`config.mk`:
```
export PLATFORM = sky130hd
export DESIGN_NAME = icache_way_fill_ctrl
export DESIGN_NICKNAME = d
export VERILOG_FILES = /design/src/rtl/icache_pkg.sv /design/src/rtl/icache_rsp_pipe.sv /design/src/rtl/icache_way_fill_ctrl.sv
export SDC_FILE = /design/constraint.sdc
export NUM_CORES = 1
export LEC_CHECK = 0
export BUFFER_PORTS_ARGS = -buffer_cell sky130_fd_sc_hd__buf_2
export CAP_MARGIN = 20
export CORE_AREA = 2 2 118 120
export DETAILED_ROUTE_END_ITERATION = 12
export DIE_AREA = 0 0 120 122
export PLACE_DENSITY_LB_ADDON = 0.2
export REMOVE_ABC_BUFFERS = 1
export SLEW_MARGIN = 20
export SYNTH_ARGS = -nofsm -noshare
export SYNTH_HDL_FRONTEND = slang
export SYNTH_HIERARCHICAL = 1
export SYNTH_SLANG_ARGS = --single-unit
```
`constraint.sdc`:
```
create_clock -name clk -period 1.6 [get_ports clk]
set_input_delay 0.32 -clock clk [delete_from_list [all_inputs] [get_ports clk]]
set_output_delay 0.32 -clock clk [all_outputs]
set_load 0.02 [all_outputs]
```
`src/rtl/icache_pkg.sv`:
```
`default_nettype none
// ============================================================================
// icache_pkg: shared geometry, fill FSM encoding and address helper for the
//             I-cache way fill controller.
// Revision: 1.0
// ============================================================================
package icache_pkg;

  localparam int ADDR_WIDTH     = 7;
  localparam int DATA_WIDTH     = 64;
  localparam int NUM_WMASKS     = DATA_WIDTH / 8;
  localparam int WORDS_PER_LINE = 4;
  localparam int WORD_BITS      = $clog2(WORDS_PER_LINE);
  localparam int SET_BITS       = ADDR_WIDTH - WORD_BITS;

  // Cycles from read handshake to data on sram_dout0 (registered inputs + array).
  localparam int RD_LATENCY     = 2;

  typedef enum logic [1:0] {
    ST_IDLE = 2'd0,
    ST_REQ  = 2'd1,
    ST_FILL = 2'd2,
    ST_DONE = 2'd3
  } fill_state_e;

  function automatic logic [ADDR_WIDTH-1:0] line_word_addr(
    input logic [SET_BITS-1:0]  set,
    input logic [WORD_BITS-1:0] word
  );
    return {set, word};
  endfunction

endpackage : icache_pkg
`default_nettype wire

```
`src/rtl/icache_rsp_pipe.sv`:
```
`default_nettype none
// ============================================================================
// icache_rsp_pipe: valid shift register tracking reads through the way SRAM.
// Revision: 1.0
// ============================================================================
module icache_rsp_pipe
  import icache_pkg::*;
#(
  parameter int DEPTH = RD_LATENCY
) (
  input  logic clk,
  input  logic rst_n,
  input  logic in_valid,
  output logic out_valid
);

  logic [DEPTH-1:0] r_pipe;

  always_ff @(posedge clk or negedge rst_n) begin
    if (!rst_n) begin
      r_pipe <= '0;
    end else begin
      r_pipe <= {r_pipe[DEPTH-2:0], in_valid};
    end
  end

  assign out_valid = r_pipe[DEPTH-1];

endmodule : icache_rsp_pipe
`default_nettype wire

```
`src/rtl/icache_way_fill_ctrl.sv`:
```
`default_nettype none
// ============================================================================
// icache_way_fill_ctrl: owns the single port of one I-cache way SRAM, serving
//   fetch reads and 4-beat line refills. Optional ICACHE_CRITICAL_WORD_FIRST_EN
//   starts each refill at the missed word.
// Revision: 1.0
// ============================================================================
module icache_way_fill_ctrl
  import icache_pkg::*;
(
  input  logic                  clk,
  input  logic                  rst_n,

  input  logic                  rd_valid,
  output logic                  rd_ready,
  input  logic [ADDR_WIDTH-1:0] rd_addr,
  output logic                  rsp_valid,
  output logic [DATA_WIDTH-1:0] rsp_data,

  input  logic                  miss_valid,
  output logic                  miss_ready,
  input  logic [SET_BITS-1:0]   miss_set,
  input  logic [WORD_BITS-1:0]  miss_word,

  output logic                  mem_req_valid,
  input  logic                  mem_req_ready,
  output logic [SET_BITS-1:0]   mem_req_set,
  output logic [WORD_BITS-1:0]  mem_req_word,
  input  logic                  mem_rsp_valid,
  output logic                  mem_rsp_ready,
  input  logic [DATA_WIDTH-1:0] mem_rsp_data,
  output logic                  fill_done,

  output logic                  sram_csb0,
  output logic                  sram_web0,
  output logic [NUM_WMASKS-1:0] sram_wmask0,
  output logic [ADDR_WIDTH-1:0] sram_addr0,
  output logic [DATA_WIDTH-1:0] sram_din0,
  input  logic [DATA_WIDTH-1:0] sram_dout0
);

  fill_state_e          r_state;
  fill_state_e          w_state_nxt;

  logic [SET_BITS-1:0]  r_set;
  logic [WORD_BITS-1:0] r_start;
  logic [WORD_BITS-1:0] r_cnt;
  logic [WORD_BITS-1:0] w_beat;
  logic [WORD_BITS-1:0] w_start_word;

  logic                 w_idle;
  logic                 w_miss_fire;
  logic                 w_rd_fire;
  logic                 w_req_fire;
  logic                 w_beat_fire;
  logic                 w_last_beat;

`ifdef ICACHE_CRITICAL_WORD_FIRST_EN
  assign w_start_word = miss_word;
`else
  logic unused_miss_word;
  assign unused_miss_word = ^miss_word;
  assign w_start_word     = '0;
`endif

  // Handshakes are gated by rst_n so the port goes quiet the moment reset asserts.
  assign w_idle      = rst_n && (r_state == ST_IDLE);
  assign w_miss_fire = w_idle && miss_valid;
  assign w_rd_fire   = w_idle && !miss_valid && rd_valid;
  assign w_req_fire  = (r_state == ST_REQ) && mem_req_ready;
  assign w_beat_fire = (r_state == ST_FILL) && mem_rsp_valid;
  assign w_last_beat = (r_cnt == WORD_BITS'(WORDS_PER_LINE - 1));
  assign w_beat      = r_start + r_cnt;

  always_ff @(posedge clk or negedge rst_n) begin
    if (!rst_n) begin
      r_state <= ST_IDLE;
    end else begin
      r_state <= w_state_nxt;
    end
  end

  always_comb begin
    w_state_nxt = r_state;
    case (r_state)
      ST_IDLE: if (w_miss_fire) w_state_nxt = ST_REQ;
      ST_REQ:  if (w_req_fire) w_state_nxt = ST_FILL;
      ST_FILL: if (w_beat_fire && w_last_beat) w_state_nxt = ST_DONE;
      ST_DONE: w_state_nxt = ST_IDLE;
      default: w_state_nxt = ST_IDLE;
    endcase
  end

  // r_cnt counts issued beats; the SRAM word index is r_start + r_cnt modulo the line.
  always_ff @(posedge clk or negedge rst_n) begin
    if (!rst_n) begin
      r_set   <= '0;
      r_start <= '0;
      r_cnt   <= '0;
    end else if (w_miss_fire) begin
      r_set   <= miss_set;
      r_start <= w_start_word;
      r_cnt   <= '0;
    end else if (w_beat_fire) begin
      r_cnt   <= r_cnt + WORD_BITS'(1);
    end
  end

  always_comb begin
    rd_ready      = w_idle && !miss_valid;
    miss_ready    = w_idle;
    mem_req_valid = (r_state == ST_REQ);
    mem_rsp_ready = (r_state == ST_FILL);
    fill_done     = (r_state == ST_DONE);

    sram_csb0     = 1'b1;
    sram_web0     = 1'b1;
    sram_wmask0   = '0;
    sram_addr0    = '0;
    sram_din0     = '0;

    if (w_beat_fire) begin
      sram_csb0   = 1'b0;
      sram_web0   = 1'b0;
      sram_wmask0 = '1;
      sram_addr0  = line_word_addr(r_set, w_beat);
      sram_din0   = mem_rsp_data;
    end else if (w_rd_fire) begin
      sram_csb0   = 1'b0;
      sram_addr0  = rd_addr;
    end
  end

  assign mem_req_set  = r_set;
  assign mem_req_word = r_start;

  icache_rsp_pipe #(
    .DEPTH (RD_LATENCY)
  ) u_rsp_pipe (
    .clk       (clk),
    .rst_n     (rst_n),
    .in_valid  (w_rd_fire),
    .out_valid (rsp_valid)
  );

  assign rsp_data = sram_dout0;

endmodule : icache_way_fill_ctrl
`default_nettype wire

```
==> results.sh <==
export IMPL_dr_wl_met3_mm=4.10
export IMPL_finalWirelength_mm=18.2
export IMPL_synth_area_um2=1640
export IMPL_io_buffer_count=173
export IMPL_drv_cap=0
export IMPL_cts_clk_slew_worst_paths_ns=0.04
export IMPL_grt_max_degree=53
export IMPL_cp_required_ns=1.28
export IMPL_cts_buffer_depth=2
export IMPL_end_kind="output pin"
export IMPL_pwr_share_seq_pct=9.1
export IMPL_antenna_found_initial=0
export IMPL_status="finished with violations"
export IMPL_max_stage_delay_ns=0.42
export IMPL_fillers=1449
export IMPL_wl_met2_mm=9.55
export IMPL_yosysWarnings=6
export IMPL_async_flop_share_pct=100
export IMPL_setup_violations=88
export IMPL_cts_sinks=11
export IMPL_p_sw_mw=2.20
export IMPL_timing_fmax_mhz=493
export IMPL_core_area_um2=13500
export IMPL_skew_ns=0.000494
export IMPL_total_power_mw=5.56
export IMPL_nets=500
export IMPL_comb_power_share_pct=82.5
export IMPL_cts_hold_fix_buffers=0
export IMPL_clk_latency_ns=0.24
export IMPL_htreeDepth=1
export IMPL_grt_pass1_vias=1864
export IMPL_post_route_util_pct=27.4
export IMPL_rsz0062_at_grt="true"
export IMPL_hpwl_mm=15.9
export IMPL_drc=0
export IMPL_dpl_cell_area_um2=2290
export IMPL_vdd_ir_drop_max_mv=0.405
export IMPL_grt_overflow_total=0
export IMPL_ys_types=22
export IMPL_dp_cells=492
export IMPL_r2r_start="r_state[0]"
export IMPL_routedWlPerCell_um=34.7
export IMPL_path_max_fanout=6
export IMPL_leakage_nw=1.86
export IMPL_syn_inst=206
export IMPL_switching_share_pct=39.6
export IMPL_clockRootBuffer="clkbuf_16"
export IMPL_drive_above_1_share_pct=85.8
export IMPL_diodes=0
export IMPL_grt_util_all_layers_pct=22.1
export IMPL_min_period_ns=2.03
export IMPL_place_gp_congestion=0.867
export IMPL_crit_chain="inv_2 -> ha_4 -> nand2_4 -> nor4b_4 -> buf_4 -> a22o_1 -> buf_6"
export IMPL_start_kind="flop"
export IMPL_dr_max_layer_used="met5"
export IMPL_io_pins=306
export IMPL_critPathLaunch="r_state[1]"
export IMPL_synth_avg_cell_area_um2=7.97
export IMPL_worst_slack_ns=-0.429
export IMPL_die_area_um2=14600
export IMPL_drt_pass1_iter_count=4
export IMPL_p_per_area_nw_per_um2=1500
export IMPL_grt_pass1_wl_mm=20.5
export IMPL_crit_type="flop to output pin"
export IMPL_crit_slowest_cell="dfrtp_1"
export IMPL_finalCritPeriodShare_pct=127
export IMPL_vias_per_cell=4.11
export IMPL_p_int_mw=3.35
export IMPL_synth_top_area_share_pct=34.3
export IMPL_stdcell_area_um2=3700
export IMPL_ant_nets=0
export IMPL_synth_edf_count=0
export IMPL_rows=43
export IMPL_cts_tree="yes"
export IMPL_synth_ff_type="dfrtp_1"
export IMPL_chipHeight_um=122
export IMPL_syn_to_final_growth_pct=125
export IMPL_start_util_pct=12.2
export IMPL_die_width_um=120
export IMPL_synth_top_cell_by_area="buf_4"
export IMPL_cts_buffers=3
export IMPL_vias=2159
export IMPL_yosys_register_bits=11
export IMPL_critical_path_arrival_ns=1.71
export IMPL_finalMaxSlewViolations=0
export IMPL_violations="negative setup slack"
export IMPL_drtIter0Drc=62
export IMPL_instances_no_fill=525
export IMPL_power_frac_clock_pct=8.4
export IMPL_hold_path_class="input pin to asynchronous set/reset pin"
export IMPL_ys_top_cells_by_area="buf_4 (34%), and3_1 (24%), dfrtp_1 (17%), ha_1 (4.6%), a22o_1 (3.7%)"
export IMPL_finalHoldViolCount=0
export IMPL_ys_seq_area_share_pct=16.8
export IMPL_m1WireLength_mm=3.64
==> placed cells by master, fill, tap and decap left out, drive strengths merged <==
cell | Yosys | layout
a2bb2oi | 1 | 1
conb | 1 | 2
and3 | 64 | 64
mux2i | 1 | 1
nor2 | 3 | 3
mux2 | 6 | 6
dfrtp | 11 | 11
nor2b | 1 | 1
a21oi | 3 | 3
inv | 4 | 4
nand3 | 1 | 1
xnor2 | 1 | 1
clkbuf | 14 | 11
a221oi | 1 | 1
nor4b | 1 | 1
nand2 | 4 | 4
ha | 6 | 6
buf | 75 | 216
a22o | 7 | 7
nor3b | 1 | 1
==> layout make-up <==
cell class                 instances  area, µm²  share of cell area [%]
clock buffer                       4       78.8                    2.13
inverter                           4       20.0                   0.541
multi-input combinational        103       1080                    29.1
sequential                        11        275                    7.43
tap                              180        225                    6.08
timing repair buffer             223       2030                    54.7
==> worst max-delay path, delay by kind of cell, from the launching register on <==
family          cells  cell delay, ns
fa+ha+maj           1            0.15
buf+inv             3            0.41
compound gates      1            0.15
simple gates        2            0.34
flops               1            0.42
==> state kept, by name (all words and copies together) (netlist names) <==
name               cells
u_rsp_pipe/r_pipe      2
mem_req_set            5
r_state                2
r_cnt                  2
==> cell usage after synthesis, types with 3 or more instances <==
master,n
buf_4,75
ha_1,6
nor2_1,3
dfrtp_1,11
and3_1,64
a21oi_1,3
a22o_1,7
mux2_2,5
clkbuf_1,14
inv_1,4
nand2_1,3
==> power by group through the flow <==
stage                     clock [mW]  combinational (mW)  sequential (mW)
after floorplan                    0                1.26            0.566
after global placement             0                2.38            0.496
after detailed placement           0                2.40            0.500
after CTS                      0.482                2.71            0.507
after global routing           0.493                4.85            0.519
final                          0.466                4.58            0.507
==> path summary, 6_finish.rpt <==
kind	endpoint	slack [ns]	cells after the start
worst min register to register	u_rsp_pipe/r_pipe[1]	0.35	0
worst max register to register	r_cnt[1]	-0.20	12
worst min-delay path	u_rsp_pipe/r_pipe[1]	0.08	2
min in group clk	mem_req_set[1]	0.31	2
worst max-delay path	sram_addr0[3]	-0.43	7
max in group asynchronous	r_state[0]	1.35	2
==> cells by family (layout without fill, tap and decap cells) <==
group           Yosys count  after routing  share of synthesized area [%]
fa+ha+maj                 6              6                           4.57
other cells               1              2                          0.228
mux                       7              7                           4.72
flops                    11             11                           16.8
xor+xnor                  1              1                          0.533
buf+inv                  93            231                           38.4
compound gates           12             12                           6.09
simple gates             75             75                           28.7
==> metrics by stage <==
step | hold slack, ns | setup WS [ns] | setup TNS (ns)
6_report | 0.0766 | -0.429 | -22.08
2_1_floorplan | 0.0244 | -2.31 | -75.62
4_1_cts | 0.0614 | -0.438 | -28.13
3_5_place_dp | 0.287 | -0.235 | -9.14
3_3_place_gp | 0.293 | -0.232 | -8.20
5_1_grt | 0.0960 | -0.543 | -27.78
==> layer usage <==
| metal | global-route usage, % | up-vias |
|---|---|---|
| met5 | 4.86 | - |
| met4 | 9.85 | 2 |
| met3 | 24.1 | 34 |
| met2 | 40.8 | 237 |
| met1 | 12.2 | 977 |
| li1 | - | 909 |
==> what timing repair did <==
action,CTS,global route
setup endpoints to repair,86,92
gates cloned,0,9
hold endpoints to repair,0,0
pin swaps,9,9
resized for setup,42,235
buffers inserted,4,20
(Power assumes the default switching activity.)
